==> config.mk <==
export PLATFORM = sky130hd
export DESIGN_NAME = fc_engine_arbiter_flat
export DESIGN_NICKNAME = d
export VERILOG_FILES = /design/src/rtl/fc_engine_arbiter_if.sv /design/src/rtl/fc_engine_arbiter.sv /design/src/flat_wrapper.sv
export SDC_FILE = /design/constraint.sdc
export NUM_CORES = 1
export LEC_CHECK = 0
export BUFFER_PORTS_ARGS = -buffer_cell sky130_fd_sc_hd__buf_4
export CAP_MARGIN = 20
export CORE_MARGIN = 3
export CORE_UTILIZATION = 31
export DETAILED_ROUTE_END_ITERATION = 8
export HOLD_SLACK_MARGIN = 0.05
export PLACE_DENSITY = 0.54
export REMOVE_ABC_BUFFERS = 1
export SLEW_MARGIN = 20
export SYNTH_ARGS = -nofsm -noshare
export SYNTH_HDL_FRONTEND = slang
export SYNTH_SLANG_ARGS = --single-unit
==> constraint.sdc <==
create_clock -name clk -period 4.5 [get_ports clk]
set_input_delay 0.9 -clock clk [delete_from_list [all_inputs] [get_ports clk]]
set_output_delay 0.9 -clock clk [all_outputs]
set_load 0.005 [all_outputs]
==> src/rtl/fc_engine_arbiter_if.sv <==
// fc_engine_arbiter_if: requester and engine handshake bundle for fc_engine_arbiter
// master: arbiter side (drives grant/rsp/eng_start/eng_sel/cap_en/status)
// slave : requesters, engine and software side (drives req, eng_done, clr_err)
interface fc_engine_arbiter_if #(
  parameter int NUM_REQ   = 4,
  parameter int CNT_WIDTH = 16
);
  localparam int SEL_W = $clog2(NUM_REQ);
  logic [NUM_REQ-1:0]   req_i;
  logic [NUM_REQ-1:0]   grant_o;
  logic [NUM_REQ-1:0]   rsp_done_o;
  logic [NUM_REQ-1:0]   rsp_err_o;
  logic                 eng_start_o;
  logic                 eng_done_i;
  logic [SEL_W-1:0]     eng_sel_o;
  logic                 cap_en_o;
  logic                 busy_o;
  logic                 err_sticky_o;
  logic                 clr_err_i;
  logic [CNT_WIDTH-1:0] job_count_o;
  modport master (
    input  req_i, eng_done_i, clr_err_i,
    output grant_o, rsp_done_o, rsp_err_o, eng_start_o, eng_sel_o,
           cap_en_o, busy_o, err_sticky_o, job_count_o
  );
  modport slave (
    output req_i, eng_done_i, clr_err_i,
    input  grant_o, rsp_done_o, rsp_err_o, eng_start_o, eng_sel_o,
           cap_en_o, busy_o, err_sticky_o, job_count_o
  );
endinterface

==> src/rtl/fc_engine_arbiter.sv <==
// fc_engine_arbiter: round-robin sequencer sharing one FC layer engine among NUM_REQ requesters
// clk   : rising-edge clock
// rst_n : asynchronous active-low reset
// bus   : requester req/grant/rsp_done/rsp_err, engine start/done/sel/cap_en,
//         status busy/err_sticky/job_count and clr_err
module fc_engine_arbiter #(
  parameter int NUM_REQ        = 4,
  parameter int TIMEOUT_CYCLES = 256,
  parameter int CNT_WIDTH      = 16
) (
  input logic                clk,
  input logic                rst_n,
  fc_engine_arbiter_if.master bus
);
  localparam int SEL_W = $clog2(NUM_REQ);
  localparam int TMR_W = $clog2(TIMEOUT_CYCLES);
  typedef enum logic [1:0] {IDLE, RUN, DRAIN} state_t;
  state_t               state_q, state_d;
  logic [NUM_REQ-1:0]   grant_q, grant_d, done_q, done_d, err_q, err_d;
  logic [SEL_W-1:0]     sel_q, sel_d, ptr_q, ptr_d, pick;
  logic [TMR_W-1:0]     timer_q, timer_d;
  logic [CNT_WIDTH-1:0] cnt_q, cnt_d;
  logic                 start_q, start_d, sticky_q, sticky_d, found, timeout;
  // index arithmetic modulo NUM_REQ without a divider; v is always < 2*NUM_REQ
  function automatic logic [SEL_W-1:0] wrap(input int v);
    return SEL_W'(v >= NUM_REQ ? v - NUM_REQ : v);
  endfunction
  // first set request at or after the round-robin pointer, cyclically
  always_comb begin
    found = 1'b0;
    pick  = '0;
    for (int k = 0; k < NUM_REQ; k++) begin
      if (!found && bus.req_i[wrap(int'(ptr_q) + k)]) begin
        found = 1'b1;
        pick  = wrap(int'(ptr_q) + k);
      end
    end
  end
  assign timeout = timer_q == TMR_W'(TIMEOUT_CYCLES - 1);
  always_comb begin
    state_d  = state_q;
    grant_d  = grant_q;
    sel_d    = sel_q;
    ptr_d    = ptr_q;
    timer_d  = timer_q;
    start_d  = start_q;
    cnt_d    = cnt_q;
    done_d   = '0;
    err_d    = '0;
    sticky_d = bus.clr_err_i ? 1'b0 : sticky_q;
    case (state_q)
      IDLE: if (found) begin
        state_d = RUN;
        grant_d = NUM_REQ'(1) << pick;
        sel_d   = pick;
        start_d = 1'b1;
        timer_d = '0;
      end
      RUN: begin
        timer_d = timer_q + 1'b1;
        // success has priority over a coincident timeout; a timeout beats clr_err
        if (bus.eng_done_i || timeout) begin
          state_d = DRAIN;
          grant_d = '0;
          start_d = 1'b0;
          done_d  = grant_q;
          if (bus.eng_done_i) cnt_d = cnt_q + 1'b1;
          else begin
            err_d    = grant_q;
            sticky_d = 1'b1;
          end
        end
      end
      default: begin
        state_d = IDLE;
        ptr_d   = wrap(int'(sel_q) + 1);
      end
    endcase
  end
  always_ff @(posedge clk or negedge rst_n)
    if (!rst_n) begin
      state_q  <= IDLE;
      grant_q  <= '0;
      sel_q    <= '0;
      ptr_q    <= '0;
      timer_q  <= '0;
      start_q  <= 1'b0;
      cnt_q    <= '0;
      done_q   <= '0;
      err_q    <= '0;
      sticky_q <= 1'b0;
    end else begin
      state_q  <= state_d;
      grant_q  <= grant_d;
      sel_q    <= sel_d;
      ptr_q    <= ptr_d;
      timer_q  <= timer_d;
      start_q  <= start_d;
      cnt_q    <= cnt_d;
      done_q   <= done_d;
      err_q    <= err_d;
      sticky_q <= sticky_d;
    end
  assign bus.grant_o      = grant_q;
  assign bus.rsp_done_o   = done_q;
  assign bus.rsp_err_o    = err_q;
  assign bus.eng_start_o  = start_q;
  assign bus.eng_sel_o    = sel_q;
  assign bus.cap_en_o     = bus.eng_done_i && state_q == RUN;
  assign bus.busy_o       = state_q != IDLE;
  assign bus.err_sticky_o = sticky_q;
  assign bus.job_count_o  = cnt_q;
endmodule

==> src/flat_wrapper.sv <==
// flat-port wrapper written by rule: the top's interface ports become plain ports
module fc_engine_arbiter_flat 
#(
  parameter int NUM_REQ        = 4,
  parameter int TIMEOUT_CYCLES = 256,
  parameter int CNT_WIDTH      = 16
)
  (clk, rst_n, bus_req_i, bus_eng_done_i, bus_clr_err_i, bus_grant_o, bus_rsp_done_o, bus_rsp_err_o, bus_eng_start_o, bus_eng_sel_o, bus_cap_en_o, bus_busy_o, bus_err_sticky_o, bus_job_count_o);
  fc_engine_arbiter_if #(.NUM_REQ(NUM_REQ), .CNT_WIDTH(CNT_WIDTH)) bus_i ();
  input logic clk;
  input logic rst_n;
  input wire logic [$bits(bus_i.req_i)-1:0] bus_req_i;
  input wire logic [$bits(bus_i.eng_done_i)-1:0] bus_eng_done_i;
  input wire logic [$bits(bus_i.clr_err_i)-1:0] bus_clr_err_i;
  output wire logic [$bits(bus_i.grant_o)-1:0] bus_grant_o;
  output wire logic [$bits(bus_i.rsp_done_o)-1:0] bus_rsp_done_o;
  output wire logic [$bits(bus_i.rsp_err_o)-1:0] bus_rsp_err_o;
  output wire logic [$bits(bus_i.eng_start_o)-1:0] bus_eng_start_o;
  output wire logic [$bits(bus_i.eng_sel_o)-1:0] bus_eng_sel_o;
  output wire logic [$bits(bus_i.cap_en_o)-1:0] bus_cap_en_o;
  output wire logic [$bits(bus_i.busy_o)-1:0] bus_busy_o;
  output wire logic [$bits(bus_i.err_sticky_o)-1:0] bus_err_sticky_o;
  output wire logic [$bits(bus_i.job_count_o)-1:0] bus_job_count_o;
  assign bus_i.req_i = bus_req_i;
  assign bus_i.eng_done_i = bus_eng_done_i;
  assign bus_i.clr_err_i = bus_clr_err_i;
  assign bus_grant_o = bus_i.grant_o;
  assign bus_rsp_done_o = bus_i.rsp_done_o;
  assign bus_rsp_err_o = bus_i.rsp_err_o;
  assign bus_eng_start_o = bus_i.eng_start_o;
  assign bus_eng_sel_o = bus_i.eng_sel_o;
  assign bus_cap_en_o = bus_i.cap_en_o;
  assign bus_busy_o = bus_i.busy_o;
  assign bus_err_sticky_o = bus_i.err_sticky_o;
  assign bus_job_count_o = bus_i.job_count_o;
  fc_engine_arbiter #(.NUM_REQ(NUM_REQ), .TIMEOUT_CYCLES(TIMEOUT_CYCLES), .CNT_WIDTH(CNT_WIDTH)) u_core (.clk(clk), .rst_n(rst_n), .bus(bus_i));
endmodule
# Word-level counts from Yosys, hierarchy flattened
# Index checks and enable logic that the tools add are counted.
# Widths: inputs -> output; s select.
# classes
add_sub_neg,11
n_lt_le_gt_ge,9
eq_ne,4
n_shift,1
mux,41
n_reduce_logical,17
# ops
cell,count
$mux 4,7
$mux 2,11
$add 16x1->16 const B,1
$pmux 8 s2,1
$mux 1,14
$ge 3x3->1 const B,4
$lt 2x3->1 const B,4
$sub 2x1->2 const B,5
$add 8x1->8 const B,1
$bmux 1 s2,4
$eq 8x8->1 const B,1
$mux 8,1
$pmux 4 s2,1
$add 2x1->3 const B,2
$add 2x2->3 const B,2
$reduce_and 2->1,3
$reduce_and 3->1,2
$logic_and 1x1->1,4
$ne 2x1->1 const B,2
$pmux 2 s2,1
$reduce_bool 2->1,2
$shl 1x2->4 const A,1
$ge 2x3->1 const B,1
$logic_not 1->1,3
other kinds (5),5
# totals
regBits,44
in_bits,8
output_inout_bits,34

# Depth between registers and ports, before layout
# logic_depth
depth_word,17
mapped_depth,6

# Least setup slack after synthesis
# Ideal clock, no wire load.
# synth_timing
path_type,input-to-output
from,input bus_eng_done_i
to,output bus_cap_en_o
t_arrival_ns,1.141
required_ns,3.600
setup_slack_ns,2.459
cell_stages,2
path_buffers,0
path_cell_list,nand3b_2 inv_1
# synth_via
elab_chain_len,1
# synth_lines
item,line_no,text
start: declaration,flat_wrapper.sv:13,input wire logic [$bits(bus_i.eng_done_i)-1:0] bus_eng_done_i;
$logic_and 1x1->1,fc_engine_arbiter.sv:109,assign bus.cap_en_o = bus.eng_done_i && state_q == RUN;
end: declaration,flat_wrapper.sv:20,output wire logic [$bits(bus_i.cap_en_o)-1:0] bus_cap_en_o;
# Every way passes these cells.

# Final worst setup path
# Ends and elaborated chain as after synthesis.

==> impl_summary.log <==
[metrics] outcome: finished clean
[metrics] Cell variety after synth: 43
[metrics] all-layer global routing usage: 11.83%
[metrics] starting utilization of the core area: 32.70%
[metrics] Detailed Route WL: 3952 µm
[metrics] Post-layout nets: 229
[metrics] Yosys warning total: 0
[metrics] IR Drop Worst-Case VDD: 0.2093 mV
[metrics] GRT overflow: 0
[metrics] via count of the first global-routing pass: 1391
[metrics] worst min-delay path category: flop to flop
[metrics] Layout Area Growth over Synthesis: 22.79%
[metrics] hold_ws: 0.4732 ns
[metrics] Skew-Pair Late Insertion Delay: 0.29 ns
[metrics] Worst Path Required: 3.60 ns
[metrics] TritonCTS clock tree: built
[metrics] Final TNS setup: 0 ns
[metrics] gate count of the mapped netlist: 177
[metrics] residual DRC count: 0
[metrics] count of maximum capacitance violations: 0
[metrics] terminus of the critical flop-to-flop path: u_core.bus.rsp_err_o[0]$_DFF_PN0_
[metrics] cells resized by post-CTS repair: 0
[metrics] area of the multi-input gates: 814.5 µm²
[metrics] Worst-path clk slew: 0.08 ns
[metrics] hold violation count in the final report: 0
[metrics] die footprint: 7388 µm²
[metrics] Max-slew headroom: 62.80%
[metrics] number of instances on the worst hold path: 1
[metrics] Max Clk Rate: 433.6 MHz
[metrics] path depth of the worst reg2reg path: 5
[metrics] First DRT Iteration DRCs: 66
[metrics] end of the critical path: bus_cap_en_o
[metrics] routed length per placed instance: 13.40 µm
[metrics] diode count: 0
[metrics] CTS Hold Bufs: 0
[metrics] sequential share of the synthesized area: 55.56%
[metrics] last weighted congestion value of the routability-driven placer: 0.7571
[metrics] sum of net half-perimeters after detailed placement: 2821 µm
[metrics] Max Clock Skew: 0.009362 ns
[metrics] Syn Area/Cell: 11.20 µm²
[metrics] number of buffers on the longest clock path: 2
[metrics] standard cell core area: 6061 µm²
[metrics] Max FO, Critical Path: 5
[metrics] number of port buffers: 41
[metrics] Die H: 85.96 µm
[metrics] transition at the pin with the smallest max-transition slack: 0.5580 ns
[metrics] sort of element at the start of the critical path: primary input
[metrics] deepest level of the CTS H-tree: 2
[metrics] Seq cells post-synth: 44
[metrics] share of post-route cells with drive strength above 1: 26.82%
[metrics] Die X: 85.96 µm
[metrics] Ports: 42
[metrics] number of setup buffers added after CTS: 0
[metrics] via/cell ratio: 4.753
[metrics] number of clock sinks: 44
[metrics] cell area power density: 513.6 nW/µm²
[metrics] number of vias after detailed routing: 1402
[metrics] root buffer cell: sky130_fd_sc_hd__clkbuf_8
[metrics] global-route wire length before repair: 6941 µm
[metrics] detailed-routing iteration count for the pre-antenna-repair pass: 4
[metrics] Layout fillers: 597
[metrics] leakage power of the design: 1.191 nW
[metrics] number of nets with antenna violations after detailed routing: 0
[metrics] Placement Setup Slack: 2.191 ns
[metrics] data arrival time of the worst path: 1.41 ns
[metrics] worst setup slack for register-to-register paths: 2.77 ns
[metrics] total standard cell area after synthesis: 1982 µm²
[metrics] Max Transition Viols Final: 0
[metrics] period utilisation layout: 51.25%
[metrics] total number of placement rows: 28
[metrics] kind of end point of the critical path: output port
[metrics] worst r2r src: u_core.timer_q[0]$_DFFE_PN0P_
[metrics] maximum number of pins on one net before global-route repair: 45
[metrics] FF/Latch Area: 1101 µm²
[metrics] critical path launch point: bus_eng_done_i
[metrics] TritonCTS buffer count: 5
[metrics] Setup WS post-layout: 2.194 ns
[metrics] initial antenna violation count: 0
[metrics] critical path start-end classification: primary input to output port
[metrics] minimum clock period: 2.306 ns
[metrics] setup repair after global routing missed its margin: false
[metrics] setup-violating endpoint count in the final report: 0
cell families after synthesis:
group	share of synthesized area, %
XOR/XNOR	7.070
multiplexers	1.578
AO/OA/AOI/OAI	11.36
adder cells (fa/ha/maj)	1.262
AND/OR/NAND/NOR	19.82
flip-flops	55.56
buffers and inverters	3.346
metrics by stage:
step           util (%)  total power [W]  area (µm²)  cells
3_5_place_dp      38.54         0.001007        2336    287
3_3_place_gp      38.54         0.001005        2336    287
6_report          40.15         0.001250        2434    295
4_1_cts           40.15         0.001271        2434    295
5_1_grt           40.15         0.001357        2434    295
2_1_floorplan         -        0.0008194        1934    171
critical path, stage by stage:
cell,delay [ns]
sky130_fd_sc_hd__buf_4,0.12
sky130_fd_sc_hd__nand3b_2,0.14
sky130_fd_sc_hd__inv_1,0.13
sky130_fd_sc_hd__buf_4,0.12
cell type report:
| cell class | instances | area share [%] |
|---|---|---|
| clock buffers | 6 | 3.393 |
| clock inverters | 2 | 0.6170 |
| inverters | 5 | 0.7712 |
| multi-input cells | 122 | 33.47 |
| flip-flops and latches | 44 | 45.24 |
| well taps | 75 | 3.856 |
| repair buffers | 41 | 12.65 |
worst min-delay path by stage:
stage                                                      start                                     end  slack (ns)
after floorplan           u_core.bus.job_count_o[15]$_DFFE_PN0P_  u_core.bus.job_count_o[15]$_DFFE_PN0P_        0.47
final                     u_core.bus.job_count_o[15]$_DFFE_PN0P_  u_core.bus.job_count_o[15]$_DFFE_PN0P_        0.47
after CTS                 u_core.bus.job_count_o[15]$_DFFE_PN0P_  u_core.bus.job_count_o[15]$_DFFE_PN0P_        0.48
after detailed placement  u_core.bus.job_count_o[15]$_DFFE_PN0P_  u_core.bus.job_count_o[15]$_DFFE_PN0P_        0.47
after global placement    u_core.bus.job_count_o[15]$_DFFE_PN0P_  u_core.bus.job_count_o[15]$_DFFE_PN0P_        0.46
after global routing      u_core.bus.job_count_o[15]$_DFFE_PN0P_  u_core.bus.job_count_o[15]$_DFFE_PN0P_        0.49
state kept, by name, summed over array words and instances, names as in the netlist:
name                     cells
u_core.bus.job_count_o      16
u_core.timer_q               8
u_core.bus.grant_o           4
u_core.bus.rsp_done_o        4
u_core.bus.rsp_err_o         4
u_core.bus.eng_sel_o         2
u_core.ptr_q                 2
u_core.state_q               2
u_core.bus.eng_start_o       1
u_core.bus.err_sticky_o      1
per-layer routing:
layer  vias to the layer above  share of wire, %  GRT usage, %
li1                        701                 -             -
met1                       668                50         16.66
met2                        31                45         17.45
met3                         2               5.1         3.939
met4                         0              0.63         3.022
met5                         -                 0             0
layout by cell type (no fill, tap or decap), types with 5 or more instances in the layout:
cell / netlist / final
sky130_fd_sc_hd__nand2_1: 22 / 22
sky130_fd_sc_hd__nand3_1: 6 / 6
sky130_fd_sc_hd__nor2_1: 7 / 7
sky130_fd_sc_hd__and2_1: 8 / 8
sky130_fd_sc_hd__dfrtp_1: 44 / 44
sky130_fd_sc_hd__buf_4: 0 / 41
sky130_fd_sc_hd__inv_1: 5 / 5
sky130_fd_sc_hd__a21oi_1: 5 / 5
sky130_fd_sc_hd__clkbuf_8: 0 / 6
sky130_fd_sc_hd__o21ai_0: 7 / 7
sky130_fd_sc_hd__xnor2_1: 12 / 12
sky130_fd_sc_hd__and3_1: 5 / 5
synth_stat cells (all sizes together):
master  count  share of area, %
and2        8               2.5
o21ai      10               2.5
mux2        1              0.57
and2b       1              0.38
buf         5               2.2
o31ai       2              0.76
a21o        1              0.38
nor3        5               2.3
and4        2              0.88
nand3       6               1.5
xnor2      12               5.3
nand2b      2               1.0
o41ai       1              0.44
o22ai       2              0.63
or2         2              0.76
a31oi       1              0.32
dfrtp      44                56
ha          2               1.3
nand3b      1              0.57
clkbuf      1              0.19
mux2i       2               1.0
o21a        3               1.1
xor2        4               1.8
o211a       1              0.51
inv         5              0.95
nand4       4               1.3
a21oi       5               1.3
and3        5               1.6
o32ai       4               2.5
nor4        2              0.63
nand2      22               4.2
o22a        1              0.44
or3         2              0.88
a211o       1              0.44
nor2        7               1.3
power breakdown:
| group | total (W) | internal (W) | switching, W |
|---|---|---|---|
| logic | 0.000419 | 0.000206 | 0.000213 |
| registers | 0.000574 | 0.000481 | 0.0000923 |
| clock network | 0.000257 | 0.000124 | 0.000133 |
| total | 0.00125 | 0.000812 | 0.000438 |
(Power assumes the default switching activity.)
